===== config.mk =====
export PLATFORM = sky130hd
export DESIGN_NAME = data_mem_arbiter
export DESIGN_NICKNAME = d
export VERILOG_FILES = /design/src/rtl/data_mem_arbiter.sv
export SDC_FILE = /design/constraint.sdc
export NUM_CORES = 1
export LEC_CHECK = 0
export CORE_MARGIN = 2
export CORE_UTILIZATION = 30
export DETAILED_ROUTE_END_ITERATION = 6
export DONT_BUFFER_PORTS = 1
export HOLD_SLACK_MARGIN = 0.02
export PLACE_DENSITY_LB_ADDON = 0.05
export SLEW_MARGIN = 5
export SYNTH_ARGS = -nofsm -noshare
export SYNTH_HDL_FRONTEND = slang
export SYNTH_SLANG_ARGS = --single-unit

===== constraint.sdc =====
create_clock -name Clk -period 3.84 [get_ports Clk]
set_input_delay 0 -clock Clk [delete_from_list [all_inputs] [get_ports Clk]]
set_output_delay 0 -clock Clk [all_outputs]
set_load 0.02 [all_outputs]

===== src/rtl/data_mem_arbiter.sv =====
// Arbiter sharing one single-port data memory between the MEM stage (A) and a secondary master (B).
// Optional feature: define ARB_ROUND_ROBIN_EN for alternating priority instead of A priority with a starvation guard.
module data_mem_arbiter #(
  parameter int ADDR_W     = 32,
  parameter int DATA_W     = 32,
  parameter int MEM_LAT    = 2,
  parameter int STARVE_MAX = 4
) (
  input  logic              Clk,
  input  logic              Rst,
  input  logic              A_Req,
  input  logic              A_Write,
  input  logic [ADDR_W-1:0] A_Addr,
  input  logic [DATA_W-1:0] A_WData,
  output logic              A_Ready,
  output logic [DATA_W-1:0] A_RData,
  input  logic              B_Req,
  input  logic              B_Write,
  input  logic [ADDR_W-1:0] B_Addr,
  input  logic [DATA_W-1:0] B_WData,
  output logic              B_Ready,
  output logic [DATA_W-1:0] B_RData,
  output logic [ADDR_W-1:0] Mem_Addr,
  output logic [DATA_W-1:0] Mem_WData,
  output logic              Mem_Read,
  output logic              Mem_Write,
  input  logic [DATA_W-1:0] Mem_RData,
  output logic              Stall_Pipe,
  output logic              Grant_B,
  output logic [1:0]        Dbg_State
);

  // Handshake: a port raises Req with Write/Addr/WData stable and holds it until its
  // Ready pulses for one cycle; request fields are only sampled while the arbiter is idle.

  typedef enum logic [1:0] {S_IDLE, S_ISSUE, S_WAIT, S_DONE} state_e;

  localparam logic [3:0] LAT_M1 = 4'(MEM_LAT - 1);

  state_e            state_q, state_d;
  logic              own_b_q, own_b_d;
  logic              wr_q, wr_d;
  logic [ADDR_W-1:0] addr_q, addr_d;
  logic [DATA_W-1:0] wdata_q, wdata_d;
  logic [3:0]        cnt_q, cnt_d;
  logic [DATA_W-1:0] a_rdata_q, a_rdata_d;
  logic [DATA_W-1:0] b_rdata_q, b_rdata_d;
  logic              grant_b;
  logic              done_load;

`ifdef ARB_ROUND_ROBIN_EN
  logic prio_b_q, prio_b_d;
`else
  localparam logic [3:0] STARVE_LIM = 4'(STARVE_MAX);
  logic [3:0] starve_q, starve_d;
`endif

  always_comb begin
    state_d   = state_q;
    own_b_d   = own_b_q;
    wr_d      = wr_q;
    addr_d    = addr_q;
    wdata_d   = wdata_q;
    cnt_d     = cnt_q;
    a_rdata_d = a_rdata_q;
    b_rdata_d = b_rdata_q;
    grant_b   = 1'b0;
`ifdef ARB_ROUND_ROBIN_EN
    prio_b_d  = prio_b_q;
`else
    starve_d  = starve_q;
`endif
    case (state_q)
      S_IDLE: begin
`ifdef ARB_ROUND_ROBIN_EN
        grant_b = B_Req & (~A_Req | prio_b_q);
`else
        grant_b = B_Req & (~A_Req | (starve_q == STARVE_LIM));
`endif
        if (A_Req | B_Req) begin
          state_d = S_ISSUE;
          own_b_d = grant_b;
          wr_d    = grant_b ? B_Write : A_Write;
          addr_d  = grant_b ? B_Addr  : A_Addr;
          wdata_d = grant_b ? B_WData : A_WData;
`ifdef ARB_ROUND_ROBIN_EN
          prio_b_d = ~grant_b;
`else
          if (grant_b || !B_Req)          starve_d = 4'd0;
          else if (starve_q != STARVE_LIM) starve_d = starve_q + 4'd1;
`endif
        end
      end
      S_ISSUE: begin
        cnt_d   = LAT_M1;
        state_d = (MEM_LAT == 1) ? S_DONE : S_WAIT;
      end
      S_WAIT: begin
        cnt_d = cnt_q - 4'd1;
        if (cnt_q <= 4'd1) state_d = S_DONE;
      end
      S_DONE: begin
        state_d = S_IDLE;
        if (!wr_q) begin
          if (own_b_q) b_rdata_d = Mem_RData;
          else         a_rdata_d = Mem_RData;
        end
      end
      default: state_d = S_IDLE;
    endcase
  end

  always_ff @(posedge Clk or posedge Rst) begin
    if (Rst) begin
      state_q   <= S_IDLE;
      own_b_q   <= 1'b0;
      wr_q      <= 1'b0;
      addr_q    <= '0;
      wdata_q   <= '0;
      cnt_q     <= 4'd0;
      a_rdata_q <= '0;
      b_rdata_q <= '0;
`ifdef ARB_ROUND_ROBIN_EN
      prio_b_q  <= 1'b0;
`else
      starve_q  <= 4'd0;
`endif
    end else begin
      state_q   <= state_d;
      own_b_q   <= own_b_d;
      wr_q      <= wr_d;
      addr_q    <= addr_d;
      wdata_q   <= wdata_d;
      cnt_q     <= cnt_d;
      a_rdata_q <= a_rdata_d;
      b_rdata_q <= b_rdata_d;
`ifdef ARB_ROUND_ROBIN_EN
      prio_b_q  <= prio_b_d;
`else
      starve_q  <= starve_d;
`endif
    end
  end

  // Load data is forwarded in the completion cycle so RData is valid alongside Ready.
  assign done_load  = (state_q == S_DONE) & ~wr_q;
  assign A_Ready    = (state_q == S_DONE) & ~own_b_q;
  assign B_Ready    = (state_q == S_DONE) &  own_b_q;
  assign A_RData    = (done_load & ~own_b_q) ? Mem_RData : a_rdata_q;
  assign B_RData    = (done_load &  own_b_q) ? Mem_RData : b_rdata_q;
  assign Mem_Addr   = addr_q;
  assign Mem_WData  = wdata_q;
  assign Mem_Read   = (state_q == S_ISSUE) & ~wr_q;
  assign Mem_Write  = (state_q == S_ISSUE) &  wr_q;
  assign Stall_Pipe = A_Req & ~A_Ready;
  assign Grant_B    = own_b_q;
  assign Dbg_State  = state_q;

endmodule


==> impl_metrics.env <==
export IMPL_start_util_pct=30.81
export IMPL_crit_type="flip-flop to flip-flop"
export IMPL_syn_area_per_cell_sq_um=10.92
export IMPL_cp_cell_sequence="inv_1 > ha_1 > o21a_2 > buf_4 > nor2_1 > a21oi_1 > dlygate4sd3_1"
export IMPL_maxCapViolCount=0
export IMPL_synth_mux_area_share_pct=16.93
export IMPL_yosysWarnings=0
export IMPL_vias_per_cell=4.905
export IMPL_fp_row_count=53
export IMPL_period_share_pct=75.40
export IMPL_status="completed"
export IMPL_synthDistinctLibCells=31
export IMPL_cts_setup_buffers=0
export IMPL_fillers=2006
export IMPL_syn_inst=597
export IMPL_p_leak_nw=3.740
export IMPL_regArea_sq_mm=0.003503
export IMPL_cp_slowest_cell="dlygate4sd3_1"
export IMPL_firstDrtPassIters=6
export IMPL_clkTransAtPathRegs_ns=0.07
export IMPL_wl_per_cell_microns=18.22
export IMPL_hp_class="primary input to flip-flop"
export IMPL_power_per_cell_area_mw_per_mm2=901.9
export IMPL_die_area_sq_mm=0.02292
export IMPL_drc=0
export IMPL_diodes=0
export IMPL_tightest_slew_ns=1.137
export IMPL_maxSlewHeadroom_pct=24.17
export IMPL_slew_violations=0
export IMPL_cts_buffer_depth=2
export IMPL_finalHoldViolations=0
export IMPL_yosys_register_bits=140
export IMPL_final_area_sq_mm=0.008914
export IMPL_nets=924
export IMPL_vias=5086
export IMPL_crit_cells=7
export IMPL_fin_util_pct=42.14
export IMPL_place_area_sq_mm=0.006668
export IMPL_cts_htree_levels=4
export IMPL_yosysSeqAreaShare_pct=53.75
export IMPL_path_max_fanout=46
export IMPL_drive_gt1_share_pct=21.26
export IMPL_synth_top_family_by_area="multiplexers"
export IMPL_root_buffer="clkbuf_16"
export IMPL_cp_required_ns=4.20
export IMPL_setup_tns_final_ns=0
export IMPL_skew_ns=0.01368
export IMPL_clk_latency_ns=0.42
export IMPL_drt_iter0_markers=200
export IMPL_fin_ws_ns=0.9445
export IMPL_hold_depth=2
export IMPL_critPathMaxStageDelay_ns=0.57
export IMPL_synth_edff_count=0
export IMPL_synth_compound_gate_area_share_pct=13.28
export IMPL_hold_ws_ns=0.1068
export IMPL_cts_tree="built"
export IMPL_dpl_worst_slack_ns=1.408
export IMPL_syn_num_nets=772
export IMPL_cts_buffers=17
export IMPL_port_buffer_count=0
export IMPL_ioPinCount=302
export IMPL_rr_worst_depth=7
export IMPL_fp_dieH_microns=151.4
export IMPL_die_x_microns=151.4
export IMPL_synth_async_sr_flop_share_pct=100.0
export IMPL_synthXorXnorAreaFrac_pct=0
export IMPL_cp_num_buf_inv=3
export IMPL_antenna_found_initial=0
export IMPL_fmax_mhz=345.4
export IMPL_place_congestion=0.7417
export IMPL_end_kind="flip-flop"
export IMPL_setup_viol_count_final=0
export IMPL_grt_overflow_total=0
export IMPL_syn_area_sq_mm=0.006518
export IMPL_synthSimpleGateAreaFrac_pct=9.695
export IMPL_min_period_ns=2.896
export IMPL_core_area_sq_mm=0.02115
export IMPL_grt_max_degree=112
export IMPL_crit_family="buffers and inverters"
export IMPL_synth_fa_ha_area_share_pct=1.728
export IMPL_clock_sinks=140
export IMPL_wirelength_microns=18900
export IMPL_first_global_vias=5354
export IMPL_critPathLaunchType="flip-flop"
export IMPL_dp_hpwl_microns=11870
export IMPL_final_antenna_net_count=0
export IMPL_grt_pass1_wl_microns=28170
export IMPL_cp_arrival_ns=3.25
export IMPL_synth_ff_type="dfrtp_1"
export IMPL_syn_to_final_growth_pct=36.76
export IMPL_grtUsageTotal_pct=15.94
export IMPL_ir_drop_mv=0.2978
export IMPL_rsz0062_at_grt="false"
export IMPL_multi_input_area_sq_mm=0.002729
==> cells in the final DEF (no fill, tap or decap), drive strengths merged <==
master / count
a21boi: 1
nor2b: 3
buf: 7
ha: 9
nand3: 4
o22ai: 3
and2: 2
dlygate4sd3: 166
clkbuf: 20
o21ai: 6
bufinv: 2
clkinv: 2
mux2: 98
inv: 12
o21a: 2
a21oi: 132
o32a: 1
nand3b: 2
a22o: 1
dfrtp: 140
nand2: 69
a21o: 2
clkinvlp: 5
nor2: 66
or3: 2
nor3: 1
nor3b: 2
a21bo: 1
nor4b: 1
==> worst reg2reg max path: stages (launching register included) <==
cell and delay, ns:
dfrtp_1 0.49, inv_1 0.16, ha_1 0.28, o21a_2 0.50, buf_4 0.56, nor2_1 0.14
a21oi_1 0.15, dlygate4sd3_1 0.57
==> cells in the mapped netlist (2+ instances only) <==
cell | n | area, sq um
o21ai_0 | 5 | 25.02
buf_6 | 7 | 78.83
mux2_2 | 98 | 1104
o22ai_1 | 3 | 18.77
ha_1 | 9 | 112.6
buf_2 | 12 | 60.06
a21oi_1 | 112 | 560.5
dfrtp_1 | 140 | 3503
a21oi_2 | 20 | 175.2
a21o_1 | 2 | 15.01
nand3_1 | 4 | 20.02
nor2b_1 | 3 | 18.77
buf_4 | 13 | 97.59
clkbuf_1 | 8 | 30.03
o21a_1 | 2 | 15.01
nand2_1 | 69 | 259.0
and2_1 | 2 | 12.51
or3_1 | 2 | 12.51
nor2_1 | 66 | 247.7
inv_1 | 9 | 33.78
==> cell type report <==
cell class / instances / area share, %
multi-input cells: 408 / 30.61
clock inverters: 12 / 1.544
inverters: 9 / 0.4351
well taps: 275 / 3.860
repair buffers: 173 / 19.23
flip-flops and latches: 140 / 39.30
clock buffers: 20 / 5.011
==> flip-flops by register name (all words and copies together) (netlist names) <==
signal	flops
wr_q	1
cnt_q	4
a_rdata_q	32
b_rdata_q	32
Mem_Addr	32
Mem_WData	32
Dbg_State	2
Grant_B	1
starve_q	4
==> stage by stage <==
stage                     total power [W]  cells
after floorplan                  0.005192    597
after global placement           0.005662    839
after detailed placement         0.005706    839
after CTS                        0.008109   1037
after global routing             0.008547   1037
final                            0.008039   1037
==> kinds of logic after synthesis <==
kind of cell | after synthesis
AOI/OAI and AO/OA | 149
adders and majority gates | 9
buffers and inverters | 49
DFF | 140
muxes | 98
and+or+nand+nor | 152
==> timing repair <==
item	CTS	global route
hold buffers	166	0
resized for setup	0	0
endpoints found under the hold margin	245	0
==> report_power, final <==
part	total, W	switching, W	internal (W)
clock network	0.00164	0.000661	0.000980
logic	0.00329	0.00173	0.00157
registers	0.00310	0.000894	0.00221
==> worst paths after layout <==
kind	from	to	slack (ns)
worst max register to register	Dbg_State[1]	Mem_Addr[4]	0.94
max in group asynchronous	Rst	a_rdata_q[8]	2.41
worst min-delay path	A_Req	starve_q[3]	0.11
min in group asynchronous	Rst	Grant_B	0.31
worst min register to register	b_rdata_q[22]	b_rdata_q[22]	0.50
worst max-delay path	Dbg_State[1]	Mem_Addr[4]	0.94
==> metal layers <==
layer | vias up | global-route usage (%) | share of wire (%)
li1 | 2354 | - | -
met1 | 2475 | 17.76 | 40
met2 | 231 | 27.19 | 48
met4 | 0 | 6.776 | 2.2
met3 | 26 | 6.084 | 9.5
met5 | - | 0 | 0
No activity file was read; power rests on OpenSTA's default activity.
